==> config.mk <==
export PLATFORM = sky130hd
export DESIGN_NAME = subtrator_serial
export DESIGN_NICKNAME = d
export VERILOG_FILES = /design/src/rtl/subtrator_serial.sv
export SDC_FILE = /design/constraint.sdc
export NUM_CORES = 1
export LEC_CHECK = 0
export ABC_AREA = 0
export CAP_MARGIN = 20
export CORE_AREA = 2 2 40 42
export DETAILED_ROUTE_END_ITERATION = 6
export DIE_AREA = 0 0 42 44
export MAX_ROUTING_LAYER = met4
export PLACE_DENSITY = 0.84
export SKIP_CTS_REPAIR_TIMING = 1
export SLEW_MARGIN = 20
export SYNTH_ARGS = -nofsm -noshare
export SYNTH_HDL_FRONTEND = slang
export SYNTH_SLANG_ARGS = --single-unit
==> constraint.sdc <==
create_clock -name clk -period 1.9 [get_ports clk]
set_input_delay 0.38 -clock clk [delete_from_list [all_inputs] [get_ports clk]]
set_output_delay 0.38 -clock clk [all_outputs]
set_load 0.02 [all_outputs]
==> src/rtl/subtrator_serial.sv <==
// Bit-serial subtractor: one full-subtractor cell plus a borrow flop, LSB first.
// start/busy/done handshake; d/bout hold the last completed result while idle.
module subtrator_serial #(
  parameter int WIDTH = 3
) (
  input  logic             clk,
  input  logic             rst_n,
  input  logic             start,
  input  logic [WIDTH-1:0] a,
  input  logic [WIDTH-1:0] b,
  input  logic             bin,
  output logic             busy,
  output logic             done,
  output logic [WIDTH-1:0] d,
  output logic             bout
);
  localparam int CW = (WIDTH > 1) ? $clog2(WIDTH) : 1;

  typedef enum logic [1:0] {IDLE, SHIFT, DONE} state_t;

  state_t           state, state_nx;
  logic [WIDTH-1:0] a_sr, b_sr;
  logic             brw;
  logic [CW-1:0]    cnt;
  logic             x, y, diff, brw_nx, last;
  logic [WIDTH:0]   d_shift;

  assign x       = a_sr[0];
  assign y       = b_sr[0];
  assign diff    = x ^ y ^ brw;
  assign brw_nx  = (~x & y) | (~(x ^ y) & brw);
  assign last    = (cnt == CW'(WIDTH - 1));
  // New bit enters at the MSB; after WIDTH shifts the first bit sits at d[0].
  // The extra bit keeps the slice legal for WIDTH=1.
  assign d_shift = {diff, d};

  assign busy = (state == SHIFT);
  assign done = (state == DONE);

  always_ff @(posedge clk) begin
    if (!rst_n) state <= IDLE;
    else        state <= state_nx;
  end

  always_comb begin
    state_nx = state;
    case (state)
      IDLE:    if (start) state_nx = SHIFT;
      SHIFT:   if (last)  state_nx = DONE;
      DONE:    state_nx = IDLE;
      default: state_nx = IDLE;
    endcase
  end

  always_ff @(posedge clk) begin
    if (!rst_n) begin
      a_sr <= '0;
      b_sr <= '0;
      brw  <= 1'b0;
      cnt  <= '0;
      d    <= '0;
      bout <= 1'b0;
    end else begin
      case (state)
        IDLE: if (start) begin
          a_sr <= a;
          b_sr <= b;
          brw  <= bin;
          cnt  <= '0;
        end
        SHIFT: begin
          a_sr <= a_sr >> 1;
          b_sr <= b_sr >> 1;
          brw  <= brw_nx;
          cnt  <= cnt + CW'(1);
          d    <= d_shift[WIDTH:1];
          if (last) bout <= brw_nx;
        end
        default: ;
      endcase
    end
  end
endmodule

# Word level (Yosys, flattened, before mapping)
# Cells that the tools add are included.
[totals] register_bits=15 out_inout_bits=6
[classes] n_addsub=1 eq_ne=5 n_mux=11 n_bitwise=7 reduce_logical=5
[ops] operator="one-hot mux 3 bit (2 select lines)" count=2
[ops] operator="one-hot mux 2 bit (2 select lines)" count=2
[ops] operator="two-way mux 2 bit" count=3
[ops] operator="two-way mux 3 bit" count=2
[ops] operator="AND reduction 2 bit" count=3
[ops] operator="== test 2 bit (second input constant)" count=2
[ops] operator="adder 2 x 1 -> 2 bit (second input constant)" count=1
[ops] operator="bitwise AND 1 bit" count=2
[ops] operator="== test 2 x 1 -> 1 bit (second input constant)" count=1
[ops] operator="logical NOT 2 bit" count=1
[ops] operator="!= test 2 x 1 -> 1 bit (second input constant)" count=1
[ops] operator="!= test 2 bit (second input constant)" count=1
[ops] operator="inverter 1 bit" count=2
[ops] operator="one-hot mux 1 bit (2 select lines)" count=1
[ops] operator="nonzero test 2 bit" count=1
[ops] operator="XOR 1 bit" count=2
[ops] operator="two-way mux 1 bit" count=1
[ops] operator="bitwise OR 1 bit" count=1

# Longest topological paths before layout
# Gate-level depths: netlist of the first run.
[depth] depth_word=5 ltp_mapped=5 depth_no_buf=5

# Worst setup path after synthesis of the first run
# Ideal clock, no wire load.
[synth_timing] kind="register to output" startpoint="register state[1]" endpoint="output port done" t_arrival_ns=0.877 path_slack_ns=0.643 stages_incl_launch_ff=3 n_path_buf=1 cell_sequence="dfxtp_1 -> buf_2 -> nor2b_1"
[synth_between] elab_chain_cells=1
[synth_rtl] item="from (decl)" line_no="21" text="state_t state, state_nx;"
[synth_rtl] item="from (signal assigned)" line_no="42" text="else state <= state_nx;"
[synth_rtl] item="== test 2 bit" line_no="38" text="assign done = (state == DONE);"
[synth_rtl] item="to (decl)" line_no="13" text="output logic done,"
# No other way between the ends.

# Worst setup path in the final report of the first run
[layout_timing] startpoint="register state[0]" endpoint="output port busy"
[layout_between] elab_chain_cells=1
[layout_rtl] item="== test 2 x 1 -> 1 bit" line_no="37" text="assign busy = (state == SHIFT);"
[layout_rtl] item="to (decl)" line_no="12" text="output logic busy,"
# No other way between the ends.

==> results.cfg, run 1 <==
[outcome]
status = finished clean

[grt]
grt_util_all_layers_pct = 15.8
grt_pass1_wl_um = 2140
overflow = 0
grt_max_degree = 18
antenna_found_initial = 0
grt_pass1_vias = 512

[detailed_routing]
wire_per_inst_um = 11.5
routed_via_density = 5.47
postRouteAntennaNets = 0
drt-total-wl_um = 1190
via_count = 563
drtIter0Drc = 5
drcViolationCount = 0
drtPass1Iterations = 5

[critical_path]
end_kind = output pin
worst-path-buf-inv = 1
crit_path_start_kind = flop
worstPathMaxFanout = 3
r2r_slack_ps = 600
cp_slowest_stage_delay_ps = 630
ff2ff_path_depth = 5
crit_slowest_cell = clkdlybuf4s50_1
crit_required_ps = 1520
crit-reg2reg-launch = a_sr[0]$_SDFFE_PN0P_
r2r_end = brw$_SDFFE_PN0P_
critPathKind = flop to output pin
cp_top_family = buffers and inverters
arrival_ps = 1430
path_cells = nor2b_1 -> clkdlybuf4s50_1

[layout]
final_util_pct = 62.3
fin_nets = 100
seqCellArea_um2 = 300
num_antenna_cells = 0
area_growth_pct = 29.7
drive_gt1_share_pct = 10.3
multi_input_area_um2 = 343
n_fill_cell = 123

[sta]
finalHoldViolCount = 0
finalCritPeriodShare_pct = 95.4
drv_slew = 0
holdWs_ps = 457
skew_ps = 0.895
setup_viol = 0
min_period_ps = 1810
tns_ps = 0
relSlewSlack_pct = 80.4
grt_setup_unrepaired = no
fmax_ghz = 0.552
worst_pin_slew_ps = 293

[die]
die_x_um = 42
die_h_um = 44
fp-row-count = 14
core_area_um2 = 1420
dieArea_um2 = 1850
initial_core_util_pct = 48.1
ios = 16

[placed_design]
io_buffers = 15
place_congestion = 0.689
dpl.hpwl_um = 912

[clock_tree]
cts_buffer_depth = 2
cts_tree = done
htreeDepth = 1
clock-root-buffer = clkbuf_4
clock_sinks = 15
cts.clk_slew.worst_paths_ps = 80
clkLatencyLatePin_ps = 270
numCtsBuffers = 3

[power_and_ir_drop]
leakagePower_nw = 0.350
ir_drop_mv = 0.414
power.density_nw_per_um2 = 721

[logic_synthesis]
synth_area_leaders = dfxtp_1 44%, mux2i_1 10%, o21ai_1 4.4%
netlist-cell-type-count = 24
synth_flop_cell = dfxtp_1
mappedNetlistNets = 81
synth_area_um2 = 682
synthTopCellsByCount = 15 x dfxtp_1, 7 x mux2i_1, 6 x o21ai_1
synthMostInstantiatedCell = dfxtp_1
yosys.area.top_type = dfxtp_1
avgSynthCellArea_um2 = 9.88
synth_edf_count = 0
synthCells = 69
ys_seq_area_share_pct = 44.0
synth-seq-cells = 15
synthArstFlopShare_pct = 0
ys.warnings.count = 0
yosysTopAreaCellShare_pct = 44.0

[hold_path]
min_path_cells = 2
holdCritStartpoint = cnt[1]$_SDFFE_PN0P_
holdPathEnd = cnt[1]$_SDFFE_PN0P_
hp-class = flop to flop

[flow_run]
maxCapViolCount = 0
cell type report:
type / instances / area share (%)
clock buffers: 4 / 2.97
inverters: 4 / 1.70
multi-input cells: 45 / 38.8
flip-flops and latches: 15 / 33.9
repair buffers: 19 / 20.4
well taps: 16 / 2.26
worst min-delay path: stages (launching register included):
cell	delay, ps
dfxtp_1	320
nand2_1	50
o21ai_1	50
power breakdown:
group	internal (mW)	total, mW	leakage [nW]	switching, mW
clock	0.0814	0.174	0.0150	0.0926
combinational	0.0642	0.118	0.212	0.0543
sequential	0.334	0.345	0.123	0.0113
total	0.479	0.637	0.350	0.158
per-layer routing:
layer  up-vias  GRT usage [%]  part of all wire (%)
met2        13           23.8                    48
met4         0           9.68                  0.84
met1       264           20.0                    48
met3         2           2.50                   3.3
li1        284              -                     -
met5         -              -                     0
cells by family after synthesis:
kind of cell / count (synthesis) / share of synthesized area, %
AOI/OAI and AO/OA: 20 / 19.3
adders and majority gates: 2 / 4.77
buffers and inverters: 9 / 5.69
DFF: 15 / 44.0
muxes: 7 / 10.3
and+or+nand+nor: 16 / 16.0
through the flow:
stage               setup WS (ps)  area, um2  total power, mW  cells
floorplan                     643        682            0.423     69
global placement              296        858            0.468     99
detailed placement            253        858            0.472     99
CTS                          57.7        885            0.646    103
global route                 30.3        885            0.667    103
finish                       87.3        885            0.637    103
sequential cells by signal, indices dropped and copies added, names as in the netlist:
signal / cells
a_sr: 3
b_sr: 3
d: 3
cnt: 2
state: 2
bout: 1
brw: 1
cells in the final DEF, fill, tap and decap left out, types with 2 or more instances in the layout:
master and count:
clkbuf_4 3, nor2b_1 4, buf_4 4, dfxtp_1 15
nand2_1 3, mux2i_1 7, nand4bb_1 2, o21ai_1 6
o21ai_0 2, a21boi_1 2, clkdlybuf4s50_1 15, a21oi_1 3
nor3b_1 2, inv_1 4, o211ai_1 4
how the worst max path moves through the flow:
stage | from | endpoint | slack [ps] | cells past startpoint
after global routing | state[0]$_SDFFE_PN0P_ | busy | 30 | 2
after CTS | state[0]$_SDFFE_PN0P_ | busy | 60 | 2
after detailed placement | start | a_sr[1]$_SDFFE_PN0P_ | 250 | 4
after floorplan | state[1]$_SDFFE_PN0P_ | done | 640 | 2
after global placement | start | a_sr[0]$_SDFFE_PN0P_ | 300 | 4
final | state[0]$_SDFFE_PN0P_ | busy | 90 | 2
Note: power is estimated with default switching activity, not from simulation.
==> run 2, diff against run 1 <==
Settings changed: MAX_ROUTING_LAYER met4 to not set.
==> results.cfg, run 2 (synthesized netlist as in run 1, its figures left out) <==
[layout]
drive_gt1_share_pct = 10.3
final_cells = 103
seqCellArea_um2 = 300
fin_nets = 100
reg_top3 = a_sr: 3 flops, b_sr: 3 flops, d: 3 flops
n_fill_cell = 123
finalInstanceArea_um2 = 885
final_util_pct = 62.3
area_growth_pct = 29.7
multi_input_area_um2 = 343
num_antenna_cells = 0
most-common-layout-cells = 15 x dfxtp_1, 15 x clkdlybuf4s50_1, 7 x mux2i_1, 6 x o21ai_1

[die]
initial_core_util_pct = 48.1
die_x_um = 42
dieArea_um2 = 1850
fp-row-count = 14
core_area_um2 = 1420
ios = 16
die_h_um = 44

[detailed_routing]
drtIter0Drc = 5
wire_per_inst_um = 11.7
drtPass1Iterations = 4
routed_via_density = 5.46
postRouteAntennaNets = 0
via_count = 562
drt-total-wl_um = 1210
drcViolationCount = 0

[grt]
antenna_found_initial = 0
grt_max_degree = 18
grt_util_all_layers_pct = 15.3
grt.met2_usage_pct = 23.8
grt_pass1_wl_um = 2140
overflow = 0
met1_usage_pct = 20.0
grt.busiest_layer = met2
grt_util_met3_pct = 2.50
grt_pass1_vias = 513

[clock_tree]
clkLatencyLatePin_ps = 280
numCtsBuffers = 3
clock_sinks = 15
clock-root-buffer = clkbuf_4
cts.clk_slew.worst_paths_ps = 80
cts_buffer_depth = 2
htreeDepth = 1
cts_tree = done

[critical_path]
arrival_ps = 1430
critPathKind = flop to output pin
crit-reg2reg-launch = a_sr[0]$_SDFFE_PN0P_
crit_path_start_kind = flop
worstPathMaxFanout = 3
cp-startpoint = state[0]$_SDFFE_PN0P_
end_kind = output pin
crit_required_ps = 1520
r2r_slack_ps = 610

[sta]
drv_slew = 0
skew_ps = 2.36
worst_pin_slew_ps = 292
fmax_ghz = 0.551
grt_setup_unrepaired = no
finalCritPeriodShare_pct = 95.5
setup_viol = 0
finalHoldViolCount = 0
holdWs_ps = 461
tns_ps = 0
min_period_ps = 1810
relSlewSlack_pct = 80.5

[power_and_ir_drop]
leakagePower_nw = 0.350
power.density_nw_per_um2 = 725
ir_drop_mv = 0.419

[placed_design]
place_congestion = 0.682
dpl.hpwl_um = 912
post_dp_cell_area_um2 = 858
dp_cells = 99
io_buffers = 15

[hold_path]
hp-class = flop to flop
holdCritStartpoint = cnt[1]$_SDFFE_PN0P_

[outcome]
status = finished clean

[flow_run]
maxCapViolCount = 0
## run 2: cell counts in the layout (fill, tap and decap cells not counted)
Identical to the previous run, type by type.
## run 2: final cells by class
cell class	count	area share [%]
inverters	4	1.70
multi-input cells	45	38.8
flip-flops and latches	15	33.9
well taps	16	2.26
repair buffers	19	20.4
clock buffers	4	2.97
## run 2: critical path, cell delays in order, from the launching register on
cell	delay (ps)
dfxtp_1	350
nor2b_1	180
clkdlybuf4s50_1	630
## run 2: per-stage QoR
stage | setup WS (ps) | power [mW]
2_1_floorplan | 643 | 0.423
3_3_place_gp | 296 | 0.468
3_5_place_dp | 253 | 0.472
5_1_grt | 30.3 | 0.667
6_report | 85.5 | 0.641
4_1_cts | 57.7 | 0.646
## run 2: routing by layer
| metal | up-vias | wire [um] |
|---|---|---|
| li1 | 285 | - |
| met1 | 267 | 593 |
| met2 | 8 | 574 |
| met3 | 2 | 31 |
| met4 | 0 | 10 |
| met5 | - | 0 |
## run 2: path summary, 6_finish.rpt
path	end	cells after the start
hold / removal	cnt[1]$_SDFFE_PN0P_	2
hold reg to reg	cnt[1]$_SDFFE_PN0P_	2
setup reg to reg	brw$_SDFFE_PN0P_	5
setup / recovery	busy	2
## run 2: report_power, final
group          switching [mW]  total, mW  leakage, nW  internal [mW]
Combinational          0.0545      0.119        0.212         0.0642
Clock                  0.0961      0.177       0.0150         0.0814
Sequential             0.0114      0.345        0.123          0.334
==> run 3, diff against run 2 <==
Settings changed: CAP_MARGIN 20 to not set.
==> results of run 3 <==
The final DEF is identical to that of run 2; final timing and power are the same.
